**src/rtl/load_store_unit_if.sv**
```systemverilog
// Request/response and data-memory bus for the load/store unit.
//   req_*   : core -> unit access request (valid/ready handshake)
//   resp_*  : unit -> core completion pulse, load data and exception flag
//   mem_*   : unit <-> word-addressed data memory (asynchronous read)
// Modport slave is the unit side; master is the core/memory side.
interface load_store_unit_if;
   logic        req_valid;
   logic        req_ready;
   logic        req_write;
   logic [1:0]  req_size;
   logic        req_unsigned;
   logic [31:0] req_addr;
   logic [31:0] req_wdata;
   logic        resp_valid;
   logic [31:0] resp_rdata;
   logic        resp_exc;
   logic [31:0] mem_address;
   logic        mem_write;
   logic [31:0] mem_write_data;
   logic [31:0] mem_read_data;

   modport slave (
      input  req_valid, req_write, req_size, req_unsigned, req_addr, req_wdata,
      output req_ready,
      output resp_valid, resp_rdata, resp_exc,
      output mem_address, mem_write, mem_write_data,
      input  mem_read_data
   );

   modport master (
      output req_valid, req_write, req_size, req_unsigned, req_addr, req_wdata,
      input  req_ready,
      input  resp_valid, resp_rdata, resp_exc,
      input  mem_address, mem_write, mem_write_data,
      output mem_read_data
   );
endinterface

```
**src/rtl/load_store_unit.sv**
```systemverilog
// Load/store unit between the core's load/store control and a word-only data memory.
// Adds sign/zero-extended byte and halfword loads, byte/halfword stores via a
// read-modify-write, and blocks misaligned or illegal-size accesses.
// Ports:
//   clk  : clock, rising edge
//   rst  : synchronous active-high reset
//   bus  : load_store_unit_if.slave (request, response and memory signals)
// Parameter BIG_ENDIAN selects byte-lane order within a word.
module load_store_unit #(
   parameter bit BIG_ENDIAN = 1'b0
) (
   input logic              clk,
   input logic              rst,
   load_store_unit_if.slave bus
);

   typedef enum logic [1:0] {StIdle, StRmw, StResp} state_e;

   state_e      state_q;
   // Only the fields still needed after the accept cycle are latched.
   logic [31:0] addr_q;
   logic [1:0]  size_q;
   logic [15:0] wdata_q;
   logic [31:0] merge_q;
   logic [31:0] rdata_q;
   logic        valid_q;
   logic        exc_q;

   logic        accept;
   logic        illegal;
   logic        sub_store;
   logic [1:0]  byte_lane;
   logic        half_lane;
   logic [1:0]  byte_lane_q;
   logic        half_lane_q;
   logic [7:0]  load_byte;
   logic [15:0] load_half;
   logic [31:0] load_ext;
   logic [31:0] merged;

   assign accept    = bus.req_valid & bus.req_ready;
   assign illegal   = (bus.req_size == 2'b11) ||
                      (bus.req_size == 2'b01 && bus.req_addr[0]) ||
                      (bus.req_size == 2'b10 && bus.req_addr[1:0] != 2'b00);
   assign sub_store = bus.req_write & ~bus.req_size[1];

   // Big-endian puts the lowest-addressed byte/half in the most significant lane.
   assign byte_lane   = BIG_ENDIAN ? ~bus.req_addr[1:0] : bus.req_addr[1:0];
   assign half_lane   = BIG_ENDIAN ? ~bus.req_addr[1]   : bus.req_addr[1];
   assign byte_lane_q = BIG_ENDIAN ? ~addr_q[1:0]       : addr_q[1:0];
   assign half_lane_q = BIG_ENDIAN ? ~addr_q[1]         : addr_q[1];

   always_comb begin
      load_byte = bus.mem_read_data[{byte_lane, 3'b000} +: 8];
      load_half = bus.mem_read_data[{half_lane, 4'b0000} +: 16];
      case (bus.req_size)
         2'b00:   load_ext = bus.req_unsigned ? {24'h0, load_byte}
                                              : {{24{load_byte[7]}}, load_byte};
         2'b01:   load_ext = bus.req_unsigned ? {16'h0, load_half}
                                              : {{16{load_half[15]}}, load_half};
         default: load_ext = bus.mem_read_data;
      endcase
   end

   always_comb begin
      merged = merge_q;
      if (size_q == 2'b00) begin
         merged[{byte_lane_q, 3'b000} +: 8] = wdata_q[7:0];
      end else begin
         merged[{half_lane_q, 4'b0000} +: 16] = wdata_q;
      end
   end

   always_comb begin
      bus.req_ready      = (state_q == StIdle) & ~rst;
      bus.mem_address    = (state_q == StIdle) ? {bus.req_addr[31:2], 2'b00}
                                               : {addr_q[31:2], 2'b00};
      bus.mem_write_data = (state_q == StRmw) ? merged : bus.req_wdata;
      bus.mem_write      = 1'b0;
      if (!rst) begin
         if (state_q == StRmw) begin
            bus.mem_write = 1'b1;
         end else if (accept && bus.req_write && !illegal && bus.req_size == 2'b10) begin
            bus.mem_write = 1'b1;
         end
      end
      // Gating by rst drops a pending response pulse when reset lands in RESP.
      bus.resp_valid = valid_q & ~rst;
      bus.resp_exc   = exc_q;
      bus.resp_rdata = rdata_q;
   end

   always_ff @(posedge clk) begin
      if (rst) begin
         state_q <= StIdle;
         addr_q  <= 32'h0;
         size_q  <= 2'b00;
         wdata_q <= 16'h0;
         merge_q <= 32'h0;
         rdata_q <= 32'h0;
         valid_q <= 1'b0;
         exc_q   <= 1'b0;
      end else begin
         valid_q <= 1'b0;
         case (state_q)
            StIdle: begin
               if (accept) begin
                  addr_q  <= bus.req_addr;
                  size_q  <= bus.req_size;
                  wdata_q <= bus.req_wdata[15:0];
                  if (illegal) begin
                     exc_q   <= 1'b1;
                     valid_q <= 1'b1;
                     state_q <= StResp;
                  end else if (sub_store) begin
                     merge_q <= bus.mem_read_data;
                     exc_q   <= 1'b0;
                     state_q <= StRmw;
                  end else begin
                     if (!bus.req_write) begin
                        rdata_q <= load_ext;
                     end
                     exc_q   <= 1'b0;
                     valid_q <= 1'b1;
                     state_q <= StResp;
                  end
               end
            end
            StRmw: begin
               valid_q <= 1'b1;
               state_q <= StResp;
            end
            default: begin
               state_q <= StIdle;
            end
         endcase
      end
   end

endmodule

```
**src/flat_wrapper.sv**
```systemverilog
// flat-port wrapper written by rule: the top's interface ports become plain ports
module load_store_unit_flat 
#(
   parameter bit BIG_ENDIAN = 1'b0
)
  (clk, rst, bus_req_valid, bus_req_write, bus_req_size, bus_req_unsigned, bus_req_addr, bus_req_wdata, bus_req_ready, bus_resp_valid, bus_resp_rdata, bus_resp_exc, bus_mem_address, bus_mem_write, bus_mem_write_data, bus_mem_read_data);
  load_store_unit_if bus_i ();
  input logic clk;
  input logic rst;
  input wire logic [$bits(bus_i.req_valid)-1:0] bus_req_valid;
  input wire logic [$bits(bus_i.req_write)-1:0] bus_req_write;
  input wire logic [$bits(bus_i.req_size)-1:0] bus_req_size;
  input wire logic [$bits(bus_i.req_unsigned)-1:0] bus_req_unsigned;
  input wire logic [$bits(bus_i.req_addr)-1:0] bus_req_addr;
  input wire logic [$bits(bus_i.req_wdata)-1:0] bus_req_wdata;
  output wire logic [$bits(bus_i.req_ready)-1:0] bus_req_ready;
  output wire logic [$bits(bus_i.resp_valid)-1:0] bus_resp_valid;
  output wire logic [$bits(bus_i.resp_rdata)-1:0] bus_resp_rdata;
  output wire logic [$bits(bus_i.resp_exc)-1:0] bus_resp_exc;
  output wire logic [$bits(bus_i.mem_address)-1:0] bus_mem_address;
  output wire logic [$bits(bus_i.mem_write)-1:0] bus_mem_write;
  output wire logic [$bits(bus_i.mem_write_data)-1:0] bus_mem_write_data;
  input wire logic [$bits(bus_i.mem_read_data)-1:0] bus_mem_read_data;
  assign bus_i.req_valid = bus_req_valid;
  assign bus_i.req_write = bus_req_write;
  assign bus_i.req_size = bus_req_size;
  assign bus_i.req_unsigned = bus_req_unsigned;
  assign bus_i.req_addr = bus_req_addr;
  assign bus_i.req_wdata = bus_req_wdata;
  assign bus_req_ready = bus_i.req_ready;
  assign bus_resp_valid = bus_i.resp_valid;
  assign bus_resp_rdata = bus_i.resp_rdata;
  assign bus_resp_exc = bus_i.resp_exc;
  assign bus_mem_address = bus_i.mem_address;
  assign bus_mem_write = bus_i.mem_write;
  assign bus_mem_write_data = bus_i.mem_write_data;
  assign bus_i.mem_read_data = bus_mem_read_data;
  load_store_unit #(.BIG_ENDIAN(BIG_ENDIAN)) u_core (.clk(clk), .rst(rst), .bus(bus_i));
endmodule
```
**config.mk**
```make
export PLATFORM = sky130hd
export DESIGN_NAME = load_store_unit_flat
export DESIGN_NICKNAME = d
export VERILOG_FILES = /design/src/rtl/load_store_unit_if.sv /design/src/rtl/load_store_unit.sv /design/src/flat_wrapper.sv
export SDC_FILE = /design/constraint.sdc
export NUM_CORES = 1
export LEC_CHECK = 0
export CAP_MARGIN = 40
export CORE_MARGIN = 2
export CORE_UTILIZATION = 43
export CTS_BUF_LIST = sky130_fd_sc_hd__clkbuf_8
export DETAILED_ROUTE_END_ITERATION = 10
export MAX_ROUTING_LAYER = met4
export PLACE_DENSITY = 0.79
export SETUP_SLACK_MARGIN = 0.2
export SYNTH_ARGS = -nofsm -noshare
export SYNTH_HDL_FRONTEND = slang
export SYNTH_SLANG_ARGS = --single-unit
```
**constraint.sdc**
```tcl
create_clock -name clk -period 3.3 [get_ports clk]
set_input_delay 0.66 -clock clk [delete_from_list [all_inputs] [get_ports clk]]
set_output_delay 0.66 -clock clk [all_outputs]
set_load 0.005 [all_outputs]
```
# After elaboration in Yosys (flattened, before gate mapping)
# Cells that the tools add are included.
[classes] add_sub_neg=2 n_eq_ne=5 shifts=6 muxes=20 bitwise=9 reduce_logical=15
[op_table] operator="2-to-1 mux 32 bit" count=5
[op_table] operator="bitwise mux 32 bit" count=2
[op_table] operator="one-hot mux 32 bit (2 select lines)" count=1
[op_table] operator="variable shift 16 x 7 -> 32 bit, first input constant" count=1
[op_table] operator="variable shift 8 x 7 -> 32 bit, first input constant" count=1
[op_table] operator="indexed part select 16 x 7 -> 32 bit" count=1
[op_table] operator="indexed part select 32 x 6 -> 16 bit" count=1
[op_table] operator="indexed part select 32 x 6 -> 8 bit" count=1
[op_table] operator="indexed part select 8 x 7 -> 32 bit" count=1
[op_table] operator="negation 5 -> 7 bit" count=2
[op_table] operator="2-to-1 mux 1 bit" count=7
[op_table] operator="logical NOT 2 bit" count=3
[op_table] operator="2-to-1 mux 2 bit" count=3
[op_table] operator="logical AND 1 bit" count=5
[op_table] operator="inverter 1 bit" count=5
[op_table] operator="AND reduction 5 bit" count=1
[op_table] operator="AND 1 bit" count=4
[op_table] operator="equality test 2 x 1 -> 1 bit, second input constant" count=2
[op_table] operator="equality test 2 bit, second input constant" count=2
[op_table] operator="one-hot mux 2 bit (2 select lines)" count=1
[op_table] operator="AND reduction 4 bit" count=1
[op_table] operator="logical OR 1 bit" count=2
[op_table] operator="!= test 2 x 1 -> 1 bit, second input constant" count=1
[op_table] operator="one-hot mux 1 bit (2 select lines)" count=1
[op_table] operator="other kinds (3)" count=3
[word_totals] register_bits=118 output_inout_bits=100 wordCells=65

# Depth between registers and ports, before layout
[logic_depth] depth_word=10 ltp_mapped=9 ltp_nobuf=6

# Worst setup path before layout
# OpenSTA, ideal clock, no wires.
[synth_path] path_type="register to output" from="reg u_core.addr_q[1]" to="out bus_mem_write_data[24]" t_arrival_ns=2.484 slack_ns=0.156 stages_incl_launch_ff=10 n_path_buf=3 cell_sequence="dfxtp_1 clkbuf_1 clkbuf_1 inv_1 ha_1 nor2b_1 and3_1 clkbuf_1 a221o_1 a22o_1"
[synth_via] elab_chain_len=5
[synth_rtl] item="start, declared" line_no="load_store_unit.sv:21" text="logic [31:0] addr_q;"
[synth_rtl] item="start signal, assigned" line_no="load_store_unit.sv:108" text="addr_q <= bus.req_addr;"
[synth_rtl] item="negation 5 -> 7 bit (on tied branches)" line_no="load_store_unit.sv:70, load_store_unit.sv:68"
[synth_rtl] item="indexed part select 16 x 7 -> 32 bit, or another cell as far along" line_no="load_store_unit.sv:70" text="merged[{half_lane_q, 4'b0000} +: 16] = wdata_q;"
[synth_rtl] item="bitwise mux 32 bit (on tied branches)" line_no="load_store_unit.sv:70, load_store_unit.sv:68"
[synth_rtl] item="2-to-1 mux 32 bit *" line_no="load_store_unit.sv:67" text="if (size_q == 2'b00) begin"
[synth_rtl] item="2-to-1 mux 32 bit *" line_no="load_store_unit.sv:78" text="bus.mem_write_data = (state_q == StRmw) ? merged : bus.req_wdata;"
[synth_rtl] item="end, declared" line_no="flat_wrapper.sv:22" text="output wire logic [$bits(bus_i.mem_write_data)-1:0] bus_mem_write_data;"
# Mark *: on every way between the ends. The rest lies on a longest branch, timed or not.

# Worst setup path in the final report
[layout_path] from="reg u_core.addr_q[0]" to="out bus_mem_write_data[28]"
[layout_via] elab_chain_len=5
[layout_rtl] item="negation 5 -> 7 bit *" line_no="load_store_unit.sv:68" text="merged[{byte_lane_q, 3'b000} +: 8] = wdata_q[7:0];"
[layout_rtl] item="indexed part select 8 x 7 -> 32 bit / variable shift 8 x 7 -> 32 bit (equally long branches)" line_no="load_store_unit.sv:68"
[layout_rtl] item="bitwise mux 32 bit *" line_no="load_store_unit.sv:68"
[layout_rtl] item="2-to-1 mux 32 bit *" line_no="load_store_unit.sv:67"
[layout_rtl] item="2-to-1 mux 32 bit *" line_no="load_store_unit.sv:78"
# Marked as above.

==> summary.md <==
| Metric | Value |
|---|---|
| Final Hold Viols | `0` |
| Num Clock Sinks | `between 100 and 150` |
| Antenna Violating Nets Remaining | `0` |
| Worst endpoint required time | `2.64 ns` |
| Distinct cells, synth | `50` |
| Relative slew slack | `0.609` |
| Post-synthesis share of cell area spent on xor and xnor gates | `0` |
| Fraction of the core area covered by cells at the end of the flow | `0.635` |
| Final period util | `0.919` |
| Number of enable-type register cells in the synthesized netlist | `0` |
| Number of buffers created by CTS | `17` |
| Layout Cells excl Fill | `between 1,000 and 1,500` |
| Total overflow reported by the global router | `0` |
| Area of all placed cells without fillers | `between 8000 and 9000 um2` |
| Register-to-Register Setup Slack | `roughly 1 ns` |
| Clock transition at path regs | `roughly 0.060 ns` |
| Combinational family with the most area after synthesis | `compound AO/OA/AOI/OAI gates` |
| Setup repair after global routing missed its margin | `yes` |
| Slew at the pin with the worst max-slew slack | `between 0.5 and 0.6 ns` |
| Startpoint type of the worst setup path | `register` |
| Power per unit of standard cell area | `around 430 nW/um2` |
| Hold-critical path endpoint | `u_core.addr_q[31]` |
| Post-synthesis async set-or-reset flop share | `0` |
| Fmax | `330 MHz` |
| Count of standard-cell rows | `between 40 and 50` |
| Vias | `about 6,400` |
| Compound-Gate Fraction of Synth Area | `0.265` |
| Via count of the first global-routing pass | `around 5,900` |
| Adder-cell share of the synthesized area | `0.0104` |
| Worst EP arrival | `2.37 ns` |
| Instance count after placement with tap cells included | `1,111` |
| Diode count | `0` |
| Final-report max-slew violation count | `0` |
| Area growth syn-to-layout | `46.0%` |
| Die Outline Area | `~15,000 um2` |
| Initial core utilization | `0.435` |
| Instance count of the mapped netlist | `768` |
| Synth Area per Inst | `7.80 um2` |
| Worst Setup Slack, final | `around 0.27 ns` |
| Antenna violations before repair | `0` |
| Worst slack, placed | `-0.0340 ns` |
| Fraction of the yosys area taken by sequential cells | `0.394` |
| Placement Cell Area | `around 8000 um2` |
| Cells on Worst Hold Path | `2` |
| Worst reg-to-reg path cell count | `6` |
| Die extent in y | `roughly 120 um` |
| Type of the worst min-delay path | `register to register` |
| Final setup viols | `0` |
| Pin count of the biggest net entering global routing | `99` |
| X dimension of the die | `approximately 120 um` |
| Clk_lat worst skew | `approximately 0.45 ns` |
| Dpl hpwl | `approximately 14,000 um` |
| Simple-gate area share of the yosys netlist | `0.180` |
| Synth Flop Type | `sky130_fd_sc_hd__dfxtp_1` |
| Total Routed Length | `about 20,000 um` |
| First-pass GRT wire length | `between 30,000 and 40,000 um` |
| Hold_sp | `u_core.addr_q[31]` |
| Post-synthesis mux area share | `0.0948` |
| Clock period minus worst slack | `3.03 ns` |
| Number of H-tree levels | `4` |
| Crit path max fanout | `7` |
| Max Buffers Root-to-Sink | `2` |
| DRC violation total after the first TritonRoute iteration | `472` |
| Start of the worst register-to-register path | `u_core.state_q[1]` |
| Final Net Count | `1,061` |
| Worst hold slack | `between 0.4 and 0.5 ns` |
| Yosys warning count | `0` |
| Global Route Usage Sum | `0.272` |
| Number of port buffers | `200` |
| Number of placed I/O pins | `203` |
| Capture instance of the worst register-to-register path | `u_core.bus.resp_rdata[22]` |
| DRC violations left | `0` |
| Flop and latch count out of synthesis | `approximately 120` |
| Endpoint class of the critical path | `primary output` |
| Routability congestion estimate | `a little over 0.9` |
| Length of the first detailed-routing pass in iterations | `5` |
| Clock Tree Root | `sky130_fd_sc_hd__clkbuf_8` |
| Max rail drop VDD | `about 0.27 mV` |
| Number of fill cells in the layout | `~1,200` |
| Placeable core region | `about 14,000 um2` |
| Post-Syn Area | `5990 um2` |
| Static leakage | `about 0.0033 uW` |
| Hold buffer count at CTS | `0` |
| Vias per cell | `5.55` |
| Max-cap violations | `0` |
| Worst Path Class, Setup | `register to primary output` |
| Run status | `finished clean` |
| CTS tree | `done` |
| Share of layout cells above drive strength 1 | `0.121` |
| Max Clock Skew | `0.00714 ns` |
| Routed wire length per instance | `17.5 um` |
placed cells by master, fill, tap and decap left out, types with 10 or more instances in the layout:
| master | Yosys | final |
|---|---|---|
| sky130_fd_sc_hd__nor2_1 | 13 | 11 |
| sky130_fd_sc_hd__a221o_1 | 15 | 15 |
| sky130_fd_sc_hd__dfxtp_1 | 118 | 116 |
| sky130_fd_sc_hd__mux2i_1 | 23 | 23 |
| sky130_fd_sc_hd__nand2_1 | 198 | 198 |
| sky130_fd_sc_hd__a21oi_1 | 85 | 85 |
| sky130_fd_sc_hd__clkbuf_8 | 0 | 21 |
| sky130_fd_sc_hd__o21ai_1 | 6 | 11 |
| sky130_fd_sc_hd__buf_4 | 2 | 28 |
| sky130_fd_sc_hd__inv_1 | 10 | 10 |
| sky130_fd_sc_hd__a22oi_1 | 16 | 15 |
| sky130_fd_sc_hd__clkdlybuf4s50_1 | 0 | 189 |
| sky130_fd_sc_hd__a22o_1 | 14 | 14 |
| sky130_fd_sc_hd__mux2_2 | 30 | 30 |
| sky130_fd_sc_hd__o21ai_0 | 98 | 92 |
power breakdown:
group	leakage [uW]	internal, uW	switching (uW)
logic	0.00211	406	334
clock network	0.000226	891	580
registers	0.000964	1490	60.1
flip-flops by register name (all words and copies together) (netlist names):
name,count
u_core.merge_q,32
u_core.bus.resp_exc,1
u_core.bus.resp_rdata,32
u_core.wdata_q,16
u_core.addr_q,32
u_core.size_q,2
u_core.valid_q,1
u_core.state_q,2
worst max path at each step:
| stage | startpoint | endpoint | slack (ns) | cells past startpoint |
|---|---|---|---|---|
| 2_1_floorplan | u_core.addr_q[1] | bus_mem_write_data[24] | 0.34 | 9 |
| 3_3_place_gp | bus_req_valid | bus_mem_write | -0.01 | 6 |
| 3_5_place_dp | bus_req_valid | bus_mem_write | -0.03 | 6 |
| 4_1_cts | u_core.size_q[1] | bus_mem_write_data[2] | 0.20 | 5 |
| 5_1_grt | u_core.size_q[1] | bus_mem_write_data[6] | 0.16 | 5 |
| 6_report | u_core.addr_q[0] | bus_mem_write_data[28] | 0.27 | 7 |
cell usage after synthesis (all sizes together) (2+ instances only):
| library cell | count | area share |
|---|---|---|
| nor4 | 2 | 0.0021 |
| a21o | 2 | 0.0025 |
| nor3 | 8 | 0.0086 |
| a41o | 2 | 0.0033 |
| buf | 16 | 0.017 |
| clkbuf | 49 | 0.031 |
| a21oi | 85 | 0.071 |
| nand2b | 3 | 0.0031 |
| a22o | 14 | 0.020 |
| a31oi | 2 | 0.0021 |
| o31ai | 2 | 0.0025 |
| o21ai | 104 | 0.087 |
| a2111oi | 2 | 0.0040 |
| nor2b | 4 | 0.0042 |
| a22oi | 16 | 0.020 |
| nand2 | 198 | 0.12 |
| a32o | 2 | 0.0033 |
| dfxtp | 118 | 0.39 |
| mux2i | 23 | 0.038 |
| nor2 | 13 | 0.0081 |
| and2 | 7 | 0.0073 |
| mux2 | 30 | 0.056 |
| a221o | 15 | 0.025 |
| nand4 | 2 | 0.0021 |
| nand3 | 3 | 0.0025 |
| inv | 10 | 0.0063 |
| ha | 5 | 0.010 |
| nor4b | 3 | 0.0054 |
| and3 | 7 | 0.0073 |
| a32oi | 8 | 0.012 |
critical path: stages, from the launching register on:
cell and delay (ns):
sky130_fd_sc_hd__dfxtp_4 0.39, sky130_fd_sc_hd__inv_2 0.07, sky130_fd_sc_hd__ha_4 0.31, sky130_fd_sc_hd__nor2b_2 0.05
sky130_fd_sc_hd__and3_4 0.17, sky130_fd_sc_hd__a221o_1 0.32, sky130_fd_sc_hd__a22o_1 0.18, sky130_fd_sc_hd__clkdlybuf4s50_1 0.43
kinds of logic (layout without fill, tap and decap cells):
kind of cell	count (synthesis)	in the layout
compound gates	261	261
fa+ha+maj	5	5
buf+inv	76	272
flops	118	118
mux	53	53
other cells	1	2
simple gates	254	254
metal layers:
layer / GRT usage / wire (um)
met5: - / 0
met4: 0.103 / 512
met3: 0.0534 / 1280
met2: 0.438 / 9750
met1: 0.337 / 8430
metrics by stage:
step                      power, uW  setup TNS (ns)
after floorplan                1890               0
after global placement         2280         -0.0146
after detailed placement       2290         -0.0340
after CTS                      3760               0
after global routing           3910               0
final                          3760               0
cell type report:
cell class,instances,area (um2),area share
clock buffers,21,289,0.0330
well taps,180,225,0.0257
multi-input cells,575,3410,0.389
repair buffers,230,2260,0.259
flip-flops and latches,118,2370,0.271
clock inverters,10,153,0.0174
inverters,11,41.3,0.00472
timing repair:
action                                  4_1_cts  5_1_grt
endpoints found under the setup margin       33       29
setup buffers                                 0        3
resized for setup                            28       15
pin swaps                                     2        4
Note: power is estimated with default switching activity, not from simulation.
==> variant, RTL diff (same settings) <==
Encoding of `state_e`: now one-hot (3 bits for 3 states).
--- a/src/rtl/load_store_unit.sv
+++ b/src/rtl/load_store_unit.sv
@@ -14,7 +14,7 @@
    load_store_unit_if.slave bus
 );
 
-   typedef enum logic [1:0] {StIdle, StRmw, StResp} state_e;
+   typedef enum logic [2:0] {StIdle = 3'b001, StRmw = 3'b010, StResp = 3'b100} state_e;
 
    state_e      state_q;
    // Only the fields still needed after the accept cycle are latched.
Check against the original RTL: no difference found for any inputs over 4 cycles, from zero or initial values and one cycle with rst high; so few cycles prove little.
==> variant against the unedited design <==
- worst hold slack worse by 0.0019 ns
- sequential share of layout area is 0.86 points lower
- sequential cell count is 1 higher
- wire length is 0.53% lower
- power down 5.9%
- worst setup slack got worse by 0.033 ns
- area after synthesis increased by 6.5%
- critical path depth up 2
- design area up 4.2%
- critical path type unchanged
==> variant: results (changes against the unedited design) <==
{| class="wikitable"
! Metric !! Value
|-
| Result of the run || finished, final reports clean
|-
| Max layer used || met4
|-
| Via count of the routed design || 6105 (-3.9%)
|-
| Worst-Margin Slew || 0.7448 ns (+0.1607 ns)
|-
| Routability-driven placement congestion ratio || 0.8960 (-2.2%)
|-
| # fillers || 1249 (+0.89%)
|-
| Number of design-rule violations left by the first detailed-router iteration || 441 (-6.6%)
|-
| NumNets Final || 1033 (-2.6%)
|-
| Met2 layer usage reported by global route || 37.01% (-6.8 points)
|-
| Met2 routed WL || 8.760 mm (-10%)
|-
| Met3 track utilization from global routing || 4.928% (-0.41 points)
|-
| Fraction of the yosys area taken by sequential cells || 37.33% (-2.1 points)
|-
| Switching share of power || 27.18% (+1.3 points)
|-
| Syn avg cell area || 8.731 um2 (+12%)
|-
| GR Layer Usage met1 || 34.65% (+0.92 points)
|-
| Synth cell types || 52 (+4.0%)
|-
| Largest net degree at the start of global routing || 82 (-17%)
|-
| WL final || 19.88 mm (-0.53%)
|-
| Setup Slack @ Placement || -0.05571 ns (-0.02175 ns)
|-
| Post-placement cell count || 1082 (-2.6%)
|-
| Vias in the first global route || 5757 (-3.0%)
|-
| Crit path max fanout || 10 (+3)
|-
| Comb power || 0.802 mW (+8.4%)
|-
| HPWL after detailed placement || 13.91 mm (-2.1%)
|-
| Peak supply drop || 0.2316 mV (-16%)
|-
| Worst clock skew || 0.008889 ns (+0.001750 ns)
|-
| Share of synthesized area spent on multiplexers || 15.33% (+5.9 points)
|-
| Met3 layer wire length in the routed design || 1.268 mm (-1.2%)
|-
| Placed standard-cell area || 8561 um2 (+4.7%)
|-
| Worst-case clock buffer depth || 2 (unchanged)
|-
| Cell area power density || 388.9 nW/um2 (-9.6%)
|-
| Commonest cells post-synth || sky130_fd_sc_hd__nand2_1, sky130_fd_sc_hd__dfxtp_1, sky130_fd_sc_hd__mux2i_1, sky130_fd_sc_hd__nor2_1, sky130_fd_sc_hd__nand3b_1
|-
| Global-route usage over all layers || 25.17% (-2.0 points)
|-
| Share of layout cells above drive strength 1 || 13.65% (+1.5 points)
|-
| Share of synthesized cell area in full adder, half adder and majority cells || 0.9802% (-0.064 points)
|-
| Leak pwr || 3.926 nW (+19%)
|-
| Global-route wire length before repair || 30.91 mm (+0.79%)
|-
| Top area cells in the synthesized netlist || sky130_fd_sc_hd__dfxtp_1, sky130_fd_sc_hd__mux2i_1, sky130_fd_sc_hd__nand2_1
|-
| Complex-gate fraction of the synthesized area || 17.29% (-9.2 points)
|-
| Wirelength per Cell || 17.72 um (+1.5%)
|-
| Crit path DAT || 2.40 ns (+0.03 ns)
|-
| DRT met1 WL || 9.460 mm (+12%)
|}
[variant: cell count changes in the layout (fill, tap and decap cells not counted), sizes merged, moves of 41 or more]
cell and change:
mux2i +41, nand3b +47, a21oi -58, o21ai -72, nand2 -61, nor2 +49
[variant: critical path, cell delays in order, from the launching register on]
cell and delay [ns]:
sky130_fd_sc_hd__dfxtp_4 0.35, sky130_fd_sc_hd__buf_4 0.14, sky130_fd_sc_hd__buf_12 0.14, sky130_fd_sc_hd__ha_1 0.18
sky130_fd_sc_hd__inv_2 0.07, sky130_fd_sc_hd__nor4b_4 0.04, sky130_fd_sc_hd__buf_6 0.13, sky130_fd_sc_hd__a221o_1 0.29
sky130_fd_sc_hd__a22o_1 0.18, sky130_fd_sc_hd__clkdlybuf4s50_1 0.44
[variant: what timing repair did]
item | CTS | global route
setup endpoints to repair | 33 | 45
gates cloned | 1 | 0
resized for setup | 21 | 28
pin swaps | 4 | 10
setup buffers | 2 | 5
[variant: path summary, 6_finish.rpt]
path	depth (start not counted)	slack (ns)	start	to
setup / recovery	9	0.24	u_core.addr_q[1]	bus_mem_write_data[27]
hold / removal	2	0.45	u_core.bus.resp_rdata[15]	u_core.bus.resp_rdata[15]
setup reg to reg	5	1.20	u_core.state_q[2]	u_core.bus.resp_rdata[13]
hold reg to reg	2	0.45	u_core.bus.resp_rdata[15]	u_core.bus.resp_rdata[15]
[variant: final cells by class]
| cell class | count | area (um2) | share of cell area, % |
|---|---|---|---|
| multi-input cells | 543 | 3717 | 40.79 |
| repair buffers | 235 | 2386 | 26.18 |
| inverters | 9 | 36.28 | 0.3982 |
| flip-flops and latches | 119 | 2390 | 26.23 |
| clock inverters | 9 | 36.28 | 0.3982 |
| well taps | 184 | 230.2 | 2.526 |
| clock buffers | 23 | 316.6 | 3.474 |
